==> config.mk <==
export PLATFORM = sky130hd
export DESIGN_NAME = countdown_start_controller
export DESIGN_NICKNAME = d
export VERILOG_FILES = /design/src/rtl/countdown_start_controller_pkg.sv /design/src/rtl/countdown_start_controller_edge_sync.sv /design/src/rtl/countdown_start_controller.sv
export SDC_FILE = /design/constraint.sdc
export NUM_CORES = 1
export LEC_CHECK = 0
export CORE_UTILIZATION = 40
export DETAILED_ROUTE_END_ITERATION = 8
export DONT_BUFFER_PORTS = 1
export GPL_TIMING_DRIVEN = 0
export SLEW_MARGIN = 15
export SYNTH_ARGS = -nofsm -noshare
export SYNTH_HDL_FRONTEND = slang
export SYNTH_SLANG_ARGS = --single-unit
==> constraint.sdc <==
create_clock -name Clk100M -period 1.8 [get_ports Clk100M]
set_clock_uncertainty 0.15 [all_clocks]
set_input_delay 0.45 -clock Clk100M [delete_from_list [all_inputs] [get_ports Clk100M]]
set_output_delay 0.45 -clock Clk100M [all_outputs]
set_load 0.005 [all_outputs]
==> src/rtl/countdown_start_controller_pkg.sv <==
// Shared types and seven-segment encoding for the countdown start controller.
// Segment patterns are stored active-high and inverted once for the board's active-low digit.
package counter_pkg;

    typedef enum logic [1:0] {
        IDLE  = 2'd0,
        START = 2'd1,
        WAIT  = 2'd2,
        FAULT = 2'd3
    } state_t;

    localparam int ROUND_W = 4;
    localparam int SEG_W   = 8;

    // Bit order of the digit bus: {dp,g,f,e,d,c,b,a}
    localparam int SEG_DP_BIT = 7;
    localparam int SEG_A_BIT  = 0;

    localparam logic SEG_ACTIVE_LOW = 1'b1;

    localparam logic [SEG_W-1:0] SEG_FAULT = 8'b1000_1110;

    function automatic logic [SEG_W-1:0] IntToSeg(input logic [ROUND_W-1:0] value);
        logic [SEG_W-1:0] lit;
        case (value)
            4'd0:    lit = 8'h3F;
            4'd1:    lit = 8'h06;
            4'd2:    lit = 8'h5B;
            4'd3:    lit = 8'h4F;
            4'd4:    lit = 8'h66;
            4'd5:    lit = 8'h6D;
            4'd6:    lit = 8'h7D;
            4'd7:    lit = 8'h07;
            4'd8:    lit = 8'h7F;
            4'd9:    lit = 8'h6F;
            default: lit = 8'h00;
        endcase
        lit[SEG_DP_BIT] = 1'b0;
        lit[SEG_A_BIT]  = lit[SEG_A_BIT];
        return SEG_ACTIVE_LOW ? ~lit : lit;
    endfunction

endpackage

==> src/rtl/countdown_start_controller_edge_sync.sv <==
// Multi-flop synchronizer followed by a registered rising-edge detector.
// Produces a single-cycle pulse per low-to-high transition of an asynchronous level.
module edge_sync #(
    parameter int SYNC_STAGES = 2
) (
    input  logic clk,
    input  logic rst,
    input  logic din,
    output logic pulse
);

    logic [SYNC_STAGES-1:0] sync_r;
    logic                   prev_r;
    logic                   pulse_r;

    // Synchronize the level, remember its previous value and register the rising edge
    always_ff @(posedge clk or posedge rst) begin
        if (rst) begin
            sync_r  <= '0;
            prev_r  <= 1'b0;
            pulse_r <= 1'b0;
        end else begin
            sync_r  <= {sync_r[SYNC_STAGES-2:0], din};
            prev_r  <= sync_r[SYNC_STAGES-1];
            pulse_r <= sync_r[SYNC_STAGES-1] & ~prev_r;
        end
    end

    assign pulse = pulse_r;

endmodule

==> src/rtl/countdown_start_controller.sv <==
// Initiator side of the countdown timer handshake: button-driven start pulse,
// done wait with a 1 Hz watchdog, and a round counter shown on one digit.
module countdown_start_controller
    import counter_pkg::*;
#(
    parameter int TIMEOUT_TICKS = 8,
    parameter int MAX_ROUNDS    = 9,
    parameter int SYNC_STAGES   = 2
) (
    input  logic               Clk100M,
    input  logic               Rst,
    input  logic               button,
    input  logic               Clk1Hz,
    input  logic               doneCounting,
    output logic               start,
    output logic               busy,
    output logic               timeout,
    output logic [ROUND_W-1:0] rounds,
    output logic [SEG_W-1:0]   seg
);

    localparam logic [3:0]         TIMEOUT_LIM = 4'(TIMEOUT_TICKS);
    localparam logic [ROUND_W-1:0] ROUND_MAX   = ROUND_W'(MAX_ROUNDS);

    logic btn_pulse_s;
    logic tick_pulse_s;

    state_t             state_r;
    logic               start_r;
    logic               busy_r;
    logic               timeout_r;
    logic [ROUND_W-1:0] rounds_r;
    logic [3:0]         tick_cnt_r;
    logic [SEG_W-1:0]   seg_r;

    edge_sync #(.SYNC_STAGES(SYNC_STAGES)) u_btn_sync (
        .clk   (Clk100M),
        .rst   (Rst),
        .din   (button),
        .pulse (btn_pulse_s)
    );

    edge_sync #(.SYNC_STAGES(SYNC_STAGES)) u_tick_sync (
        .clk   (Clk100M),
        .rst   (Rst),
        .din   (Clk1Hz),
        .pulse (tick_pulse_s)
    );

    // Handshake state machine with registered start/busy/timeout, watchdog and round count
    always_ff @(posedge Clk100M or posedge Rst) begin
        if (Rst) begin
            state_r    <= IDLE;
            start_r    <= 1'b0;
            busy_r     <= 1'b0;
            timeout_r  <= 1'b0;
            rounds_r   <= '0;
            tick_cnt_r <= 4'd0;
        end else begin
            start_r <= 1'b0;
            case (state_r)
                IDLE: begin
                    if (btn_pulse_s) begin
                        state_r <= START;
                        start_r <= 1'b1;
                        busy_r  <= 1'b1;
                    end
                end
                START: begin
                    state_r    <= WAIT;
                    tick_cnt_r <= 4'd0;
                end
                WAIT: begin
                    // A done pulse beats a coincident final tick
                    if (doneCounting) begin
                        state_r  <= IDLE;
                        busy_r   <= 1'b0;
                        rounds_r <= (rounds_r == ROUND_MAX) ? '0 : rounds_r + 4'd1;
                    end else if (tick_pulse_s) begin
                        tick_cnt_r <= tick_cnt_r + 4'd1;
                        if ((tick_cnt_r + 4'd1) == TIMEOUT_LIM) begin
                            state_r   <= FAULT;
                            busy_r    <= 1'b0;
                            timeout_r <= 1'b1;
                        end
                    end
                end
                FAULT: begin
                    if (btn_pulse_s) begin
                        state_r   <= IDLE;
                        timeout_r <= 1'b0;
                    end
                end
                default: begin
                    state_r   <= IDLE;
                    busy_r    <= 1'b0;
                    timeout_r <= 1'b0;
                end
            endcase
        end
    end

    // Digit register: fault glyph while faulted, otherwise the round count
    always_ff @(posedge Clk100M or posedge Rst) begin
        if (Rst) begin
            seg_r <= IntToSeg(4'd0);
        end else if (state_r == FAULT) begin
            seg_r <= SEG_FAULT;
        end else begin
            seg_r <= IntToSeg(rounds_r);
        end
    end

    assign start   = start_r;
    assign busy    = busy_r;
    assign timeout = timeout_r;
    assign rounds  = rounds_r;
    assign seg     = seg_r;

endmodule

==> results of run 1 <==
## power by group
part	total [W]	switching (W)	internal (W)
combinational	0.000778	0.000458	0.000320
sequential	0.000996	0.000183	0.000813
clock	0.000311	0.000187	0.000124
## cell usage in the layout, fill, tap and decap left out, types with 2 or more instances in the layout
| cell | synthesis | routed |
|---|---|---|
| a21oi_1 | 8 | 8 |
| buf_2 | 3 | 3 |
| buf_4 | 2 | 2 |
| clkbuf_4 | 0 | 3 |
| dfrtp_1 | 27 | 27 |
| dlygate4sd3_1 | 0 | 3 |
| ha_1 | 8 | 8 |
| inv_1 | 8 | 7 |
| mux2i_1 | 3 | 3 |
| nand2_1 | 13 | 13 |
| nand2b_1 | 7 | 7 |
| nand3_1 | 2 | 2 |
| nor2_1 | 8 | 8 |
| nor2b_1 | 4 | 4 |
| o211ai_1 | 3 | 3 |
| o21ai_0 | 2 | 2 |
| o21ai_1 | 11 | 11 |
| o311ai_1 | 4 | 4 |
## through the flow
| stage | std cells | hold WS [ns] |
|---|---|---|
| finish | 182 | 0.0479 |
| global route | 182 | 0.0391 |
| detailed placement | 175 | 0.188 |
| floorplan | 131 | 0.181 |
| global placement | 175 | 0.185 |
| CTS | 181 | 0.0357 |
## state kept, by name (all words and copies together) (netlist names)
name / flops
tick_cnt_r: 4
u_tick_sync.sync_r: 2
timeout: 1
u_btn_sync.pulse: 1
rounds: 4
state_r: 2
u_btn_sync.prev_r: 1
u_tick_sync.prev_r: 1
u_btn_sync.sync_r: 2
start: 1
seg: 7
busy: 1
u_tick_sync.pulse: 1
## worst min path at each step
stage                                 end  slack [ns]  cells after the start
floorplan            u_btn_sync.sync_r[1]        0.18                      0
finish                         state_r[1]        0.05                      1
global route                   state_r[1]        0.04                      1
CTS                            state_r[1]        0.04                      1
detailed placement   u_btn_sync.sync_r[1]        0.19                      0
global placement    u_tick_sync.sync_r[1]        0.19                      0
## synth_stat cells
| cell | n | area (µm²) |
|---|---|---|
| dfrtp_1 | 27 | 676 |
| conb_1 | 1 | 3.75 |
| and2_1 | 1 | 6.26 |
| nand2b_1 | 7 | 43.8 |
| a21bo_1 | 1 | 10.0 |
| mux2i_1 | 3 | 30.0 |
| a2bb2oi_1 | 1 | 8.76 |
| inv_1 | 8 | 30.0 |
| nand3b_2 | 1 | 11.3 |
| o311ai_1 | 4 | 35.0 |
| nor2_1 | 8 | 30.0 |
| o211ai_1 | 3 | 22.5 |
| o22ai_1 | 1 | 6.26 |
| a21o_1 | 1 | 7.51 |
| nand2_1 | 13 | 48.8 |
| a222oi_1 | 1 | 10.0 |
| nor3b_1 | 1 | 7.51 |
| a21oi_1 | 8 | 40.0 |
| buf_4 | 2 | 15.0 |
| and4b_1 | 1 | 10.0 |
| nand3_1 | 2 | 10.0 |
| xor2_1 | 1 | 8.76 |
| nand3b_1 | 1 | 7.51 |
| dfstp_2 | 1 | 26.3 |
| a21boi_1 | 1 | 7.51 |
| or2_1 | 1 | 6.26 |
| buf_2 | 3 | 15.0 |
| o21bai_1 | 1 | 7.51 |
| ha_1 | 8 | 100 |
| and3_1 | 1 | 6.26 |
| o21ai_0 | 2 | 10.0 |
| o21ai_1 | 11 | 55.1 |
| nor2b_1 | 4 | 25.0 |
| a31oi_1 | 1 | 6.26 |
## layout make-up
type | count | area [µm²] | area share, %
flip-flops and latches | 28 | 702 | 47.9
multi-input cells | 90 | 582 | 39.7
well taps | 44 | 55.1 | 3.76
clock buffers | 4 | 36.3 | 2.48
repair buffers | 3 | 30.0 | 2.05
plain buffers | 5 | 30.0 | 2.05
inverters | 8 | 30.0 | 2.05
## cells by family (layout without fill, tap and decap cells)
kind of cell | Yosys count | after routing | synth area share (%)
simple gates | 41 | 41 | 15.8
xor+xnor | 1 | 1 | 0.652
compound gates | 36 | 36 | 16.9
other cells | 1 | 1 | 0.279
buf+inv | 13 | 20 | 4.47
mux | 3 | 3 | 2.23
flops | 28 | 28 | 52.2
fa+ha+maj | 8 | 8 | 7.45
## timing repair
action | 4_1_cts | 5_1_grt
endpoints found under the hold margin | 2 | 19
hold buffers | 2 | 1
setup buffers | 0 | 0
## per-layer routing
metal  GRT usage [%]  up-vias
met5               0        -
met4            7.64        0
met3            2.60        2
met2            22.9       15
met1            20.7      453
li1                -      461
==> flow_summary.ini, run 1 <==
[setup_path]
cp_max_fo = 11
reg2regPathDepth = 5
cp_slowest_stage_delay_ns = 0.60
path_buf_inv = 1
rr_startpoint = rounds[1]
crit_type = flip-flop to flip-flop
worstSetupEndpoint = seg[3]
critPathLaunchType = flip-flop
arrival_ns = 1.75
crit_chain = inv_1 > ha_1 > or2_1 > a21oi_1 > o21ai_1
critPathRequiredTime_ns = 1.87
crit_start = rounds[1]
cp_slowest_cell = dfrtp_1
cp-end-kind = flip-flop
cp.depth = 5
cp_top_family = flip-flops
ff2ff_setup_slack_ns = 0.12
r2r-end = seg[3]

[floorplanning]
coreArea_um2 = 3130
io_pins = 20
die_h_um = 60.0
fp-row-count = 20
die-area_um2 = 3600
start_util_pct = 43.0
die_w_um = 60.0

[route]
antenna_left = 0
post_drt_wl_per_cell_um = 12.9
drt-met1-wl_um = 1180
drt_wl_total_um = 2360
highest_layer = met4
first_pass_iters = 5
wl_met2_um = 1070
viasPerCell = 5.12
drt_iter0_drc = 34
vias = 931
drcViolationCount = 0
dr_wl_met3_um = 87

[cts]
clockBufferDepth = 2
cts_num_sinks = 28
cts_tree = yes
clkSlewWorstSetupHoldPaths_ns = 0.15
htree_levels = 1
cts_resized = 0
cts_buffers = 3
clockRootBuffer = clkbuf_4
clk_latency_ns = 0.33

[layout]
final_layout_size_suffix_gt1_share_pct = 7.97
area_delta_synth_final_pct = 9.03
final_nets = 152
diodes = 0
n_fill_cell = 300
design_area_um2 = 1470
utilization_pct = 46.8

[timing]
finalCriticalPeriod_ns = 1.68
finalSetupTns_ns = 0
worst_slack_ns = 0.123
hold_violations = 0
setup_viol = 0
slew_violations = 0
worst_pin_slew_ns = 0.965
max_clock_freq_mhz = 596
maxSlewHeadroom_pct = 35.2
rsz0062_at_grt = false
min_period_over_period_pct = 93.2

[grt]
grt_pass1_wl_um = 4050
grt_max_degree = 29
overflow = 0
grtUsageTotal_pct = 15.1
antenna_found_initial = 0
grt_pass1_vias = 920

[synth]
ys_ff_latch = 28
ys_seq_area_share_pct = 52.2
syn_avg_cell_area_um2 = 10.3
syn-cell-area_um2 = 1340
syn_nets = 144
ys_types = 34
synthCells = 131
yosysWarnings = 0

[power]
irDropWorstVdd_mv = 0.568
p_leak_nw = 0.658
p_total_w = 0.00209
p_per_area_nw_per_um2 = 1420

[status]
status = finished clean

[hold_path]
hold_start = doneCounting
min_path_type = input port to flip-flop

[placement]
place_congestion = 0.838
pre_cts_slack_ns = 0.145
io_buffers = 0
placed_cell_area_um2 = 1400
hpwl_um = 1620

[job]
drv_cap = 0
No activity file was read; power rests on OpenSTA's default activity.
==> run 2: changes to the inputs <==
Settings changed: HOLD_SLACK_MARGIN set to 0.05.
==> flow_summary.ini, run 2 (same netlist as run 1, synthesis figures left out) <==
[route]
post_drt_wl_per_cell_um = 12.9
drt_wl_total_um = 2360
drcViolationCount = 0
vias = 935
drt_iter0_drc = 38
antenna_left = 0
first_pass_iters = 6
viasPerCell = 5.11

[job]
drv_cap = 0

[cts]
cts_resized = 0
cts_tree = yes
htree_levels = 1
cts_buffers = 3
clkSlewWorstSetupHoldPaths_ns = 0.15
clockRootBuffer = clkbuf_4
clk_latency_ns = 0.33
clockBufferDepth = 2
cts_setup_buffers = 0
cts_num_sinks = 28

[power]
p_sw_w = 0.000829
p_per_area_nw_per_um2 = 1410
comb_power_share_pct = 37.4
p_sw_share_pct = 39.7
seqPwrFrac_pct = 47.7
p_total_w = 0.00209
p_leak_nw = 0.662
internal_power_w = 0.00126
clock_power_share_pct = 14.9
irDropWorstVdd_mv = 0.568

[setup_path]
crit_type = flip-flop to flip-flop
critPathLaunchType = flip-flop
cp_max_fo = 11
cp-end-kind = flip-flop
arrival_ns = 1.75
critPathRequiredTime_ns = 1.87

[timing]
maxSlewHeadroom_pct = 35.4
finalCriticalPeriod_ns = 1.68
max_clock_freq_mhz = 596
min_period_over_period_pct = 93.2
worst_pin_slew_ns = 0.964
holdWs_ns = 0.157
hold_violations = 0
rsz0062_at_grt = false
worst_slack_ns = 0.123
setup_viol = 0
finalSetupTns_ns = 0
slew_violations = 0

[status]
status = finished clean

[layout]
final_nets = 153
utilization_pct = 47.2
final_common_cell = dfrtp_1
largest_register_ffs = 7
area_delta_synth_final_pct = 9.78
diodes = 0
final_layout_size_suffix_gt1_share_pct = 7.91
final_cell_mix = dfrtp_1 (27), nand2_1 (13), o21ai_1 (11)

[hold_path]
min_path_type = input port to flip-flop

[grt]
antenna_found_initial = 0
overflow = 0
grt_pass1_wl_um = 4040
grtUsageTotal_pct = 15.1
grt_pass1_vias = 921
grt_max_degree = 29

[placement]
place_congestion = 0.838
io_buffers = 0
pre_cts_slack_ns = 0.145
hpwl_um = 1620

[floorplanning]
io_pins = 20
die_w_um = 60.0
fp-row-count = 20
die-area_um2 = 3600
start_util_pct = 43.0
die_h_um = 60.0
coreArea_um2 = 3130
[run 2: changes by cell type in the layout (fill, tap and decap cells not counted)]
cell,before,now
dlygate4sd3_1,3,4
[run 2: worst max-delay path, stage by stage, from the launching register on]
cell and delay (ns):
dfrtp_1 0.60, inv_1 0.15, ha_1 0.20, or2_1 0.20
a21oi_1 0.19, o21ai_1 0.09
[run 2: area by class of cell]
cell class	instances	area [µm²]
plain buffers	5	30.0
clock buffers	4	36.3
fillers	299	1650
inverters	8	30.0
multi-input cells	90	582
flip-flops and latches	28	702
well taps	44	55.1
repair buffers	4	40.0
[run 2: what timing repair did]
action                                  in CTS  in global routing
hold buffers                                 3                  1
endpoints found under the hold margin        3                 27
endpoints found under the setup margin       0                  0
[run 2: per-stage QoR]
stage	std cells	cell area, µm²
global placement	175	1400
finish	183	1480
CTS	182	1470
global route	183	1480
detailed placement	175	1400
floorplan	131	1340
[run 2: path summary, 6_finish.rpt]
kind | from | end | slack, ns | depth (start not counted)
setup / recovery | rounds[1] | seg[3] | 0.12 | 5
hold / removal | doneCounting | tick_cnt_r[3] | 0.16 | 3
setup reg to reg | rounds[1] | seg[3] | 0.12 | 5
hold reg to reg | u_tick_sync.sync_r[0] | u_tick_sync.sync_r[1] | 0.23 | 0
max in group asynchronous | Rst | seg[0] | 0.56 | 2
min in group asynchronous | Rst | u_tick_sync.sync_r[0] | 0.50 | 2
[run 2: power by group through the flow]
stage	Combinational (W)	Clock (W)	Sequential (W)
3_5_place_dp	0.000764	0	0.00102
3_3_place_gp	0.000743	0	0.00101
2_1_floorplan	0.000628	0	0.000964
5_1_grt	0.000871	0.000337	0.00103
6_report	0.000779	0.000311	0.000996
4_1_cts	0.000775	0.000320	0.00100
[run 2: per-layer routing]
metal	vias up	wire [µm]	global-route usage [%]
met5	-	0	0
met2	15	1070	23.2
li1	463	-	-
met3	2	87	2.60
met4	0	19	7.64
met1	455	1180	20.4
==> run 3: changes to the inputs <==
Settings changed: CTS_BUF_LIST set to sky130_fd_sc_hd__clkbuf_4 sky130_fd_sc_hd__clkbuf_8 sky130_fd_sc_hd__clkbuf_16.
Clock period 1.8 ns to 1.65 ns, I/O delays scaled along.
==> flow_summary.ini, run 3 (same netlist as run 1, synthesis figures left out) <==
[floorplanning]
die_w_um = 60.0
coreArea_um2 = 3130
die-area_um2 = 3600
io_pins = 20
fp-row-count = 20
start_util_pct = 43.0
die_h_um = 60.0

[layout]
largest_register_ffs = 7
utilization_pct = 47.2
design_area_um2 = 1480
area_delta_synth_final_pct = 9.87
n_fill_cell = 300
final_common_cell = dfrtp_1
final_nets = 153
diodes = 0
final_layout_size_suffix_gt1_share_pct = 8.63
final_cell_mix = dfrtp_1 (26), nand2_1 (13), o21ai_1 (11)

[job]
drv_cap = 0

[cts]
clk_latency_ns = 0.33
clockRootBuffer = clkbuf_4
clockBufferDepth = 2
clkSlewWorstSetupHoldPaths_ns = 0.15
cts_setup_buffers = 0
cts_buffers = 3
cts_num_sinks = 28
cts_tree = yes
htree_levels = 1

[placement]
placed_cell_area_um2 = 1400
place_congestion = 0.838
io_buffers = 0
hpwl_um = 1620

[power]
irDropWorstVdd_mv = 0.620
p_per_area_nw_per_um2 = 1540
p_leak_nw = 0.661
p_total_w = 0.00228

[timing]
holdWs_ns = 0.121
worst_pin_slew_ns = 0.966
slew_violations = 0
min_period_over_period_pct = 94.1
hold_violations = 0
setup_viol = 0
rsz0062_at_grt = false
max_clock_freq_mhz = 644
maxSlewHeadroom_pct = 35.2
finalCriticalPeriod_ns = 1.55

[setup_path]
critPathLaunchType = flip-flop
cp_slowest_cell = dfrtp_2
crit_type = flip-flop to flip-flop
cp-end-kind = flip-flop
cp_max_fo = 11
cp_slowest_stage_delay_ns = 0.52
arrival_ns = 1.63
critPathRequiredTime_ns = 1.72
crit_chain = inv_1 > ha_1 > or2_1 > a21oi_1 > o21ai_1

[grt]
grt_max_degree = 29
overflow = 0
grt_pass1_wl_um = 4060
antenna_found_initial = 0
grtUsageTotal_pct = 15.2
grt_pass1_vias = 939

[route]
drcViolationCount = 0
antenna_left = 0
viasPerCell = 5.11
drt_iter0_drc = 30
first_pass_iters = 4
drt_wl_total_um = 2380
post_drt_wl_per_cell_um = 13.0
vias = 936

[status]
status = finished clean

[hold_path]
min_path_type = input port to flip-flop
run 3: cell counts in the layout (fill, tap and decap cells not counted):
No cell type changed its count.
run 3: what timing repair did:
action / in CTS / in global routing
endpoints found under the hold margin: 3 / 27
resized for setup: 1 / 0
hold buffers: 3 / 1
endpoints found under the setup margin: 1 / 0
run 3: layout make-up:
cell class | count | area, µm² | share of cell area [%]
sequential | 28 | 703 | 47.6
timing repair buffer | 4 | 40.0 | 2.71
multi-input combinational | 90 | 582 | 39.4
clock buffer | 4 | 36.3 | 2.46
buffer | 5 | 30.0 | 2.03
tap | 44 | 55.1 | 3.73
inverter | 8 | 30.0 | 2.03
run 3: final timing paths:
path	endpoint	from	slack, ns	depth (start not counted)
min in group asynchronous	u_tick_sync.sync_r[1]	Rst	0.46	2
worst min register to register	u_tick_sync.sync_r[1]	u_tick_sync.sync_r[0]	0.23	0
worst max register to register	seg[3]	rounds[1]	0.1	5
max in group asynchronous	rounds[1]	Rst	0.41	2
worst min-delay path	tick_cnt_r[3]	doneCounting	0.12	3
worst max-delay path	seg[3]	rounds[1]	0.1	5
run 3: where the power goes:
| part | switching, W | total, W | internal, W |
|---|---|---|---|
| sequential | 0.000201 | 0.00109 | 0.000889 |
| combinational | 0.000498 | 0.000848 | 0.000350 |
| clock | 0.000203 | 0.000338 | 0.000135 |
run 3: critical path, delay by kind of cell, from the launching register on:
kind | cells | cell delay [ns]
AO/OA/AOI/OAI | 2 | 0.28
adder cells (fa/ha/maj) | 1 | 0.18
buffers and inverters | 1 | 0.12
flip-flops | 1 | 0.52
AND/OR/NAND/NOR | 1 | 0.20
run 3: per-layer routing:
layer	GRT usage [%]	vias up	share of wire, %
met5	0	-	0
met3	2.60	2	3.5
met4	7.64	0	0.80
met2	23.7	15	46
met1	20.3	455	50
li1	-	464	-
run 3: through the flow:
stage                     instances  worst slack, ns  TNS [ns]
after floorplan                 131            0.155         0
after global placement          175         -0.00509  -0.00509
after detailed placement        175         -0.00531  -0.00531
after CTS                       182            0.100         0
after global routing            183          0.00990         0
final                           183           0.0974         0
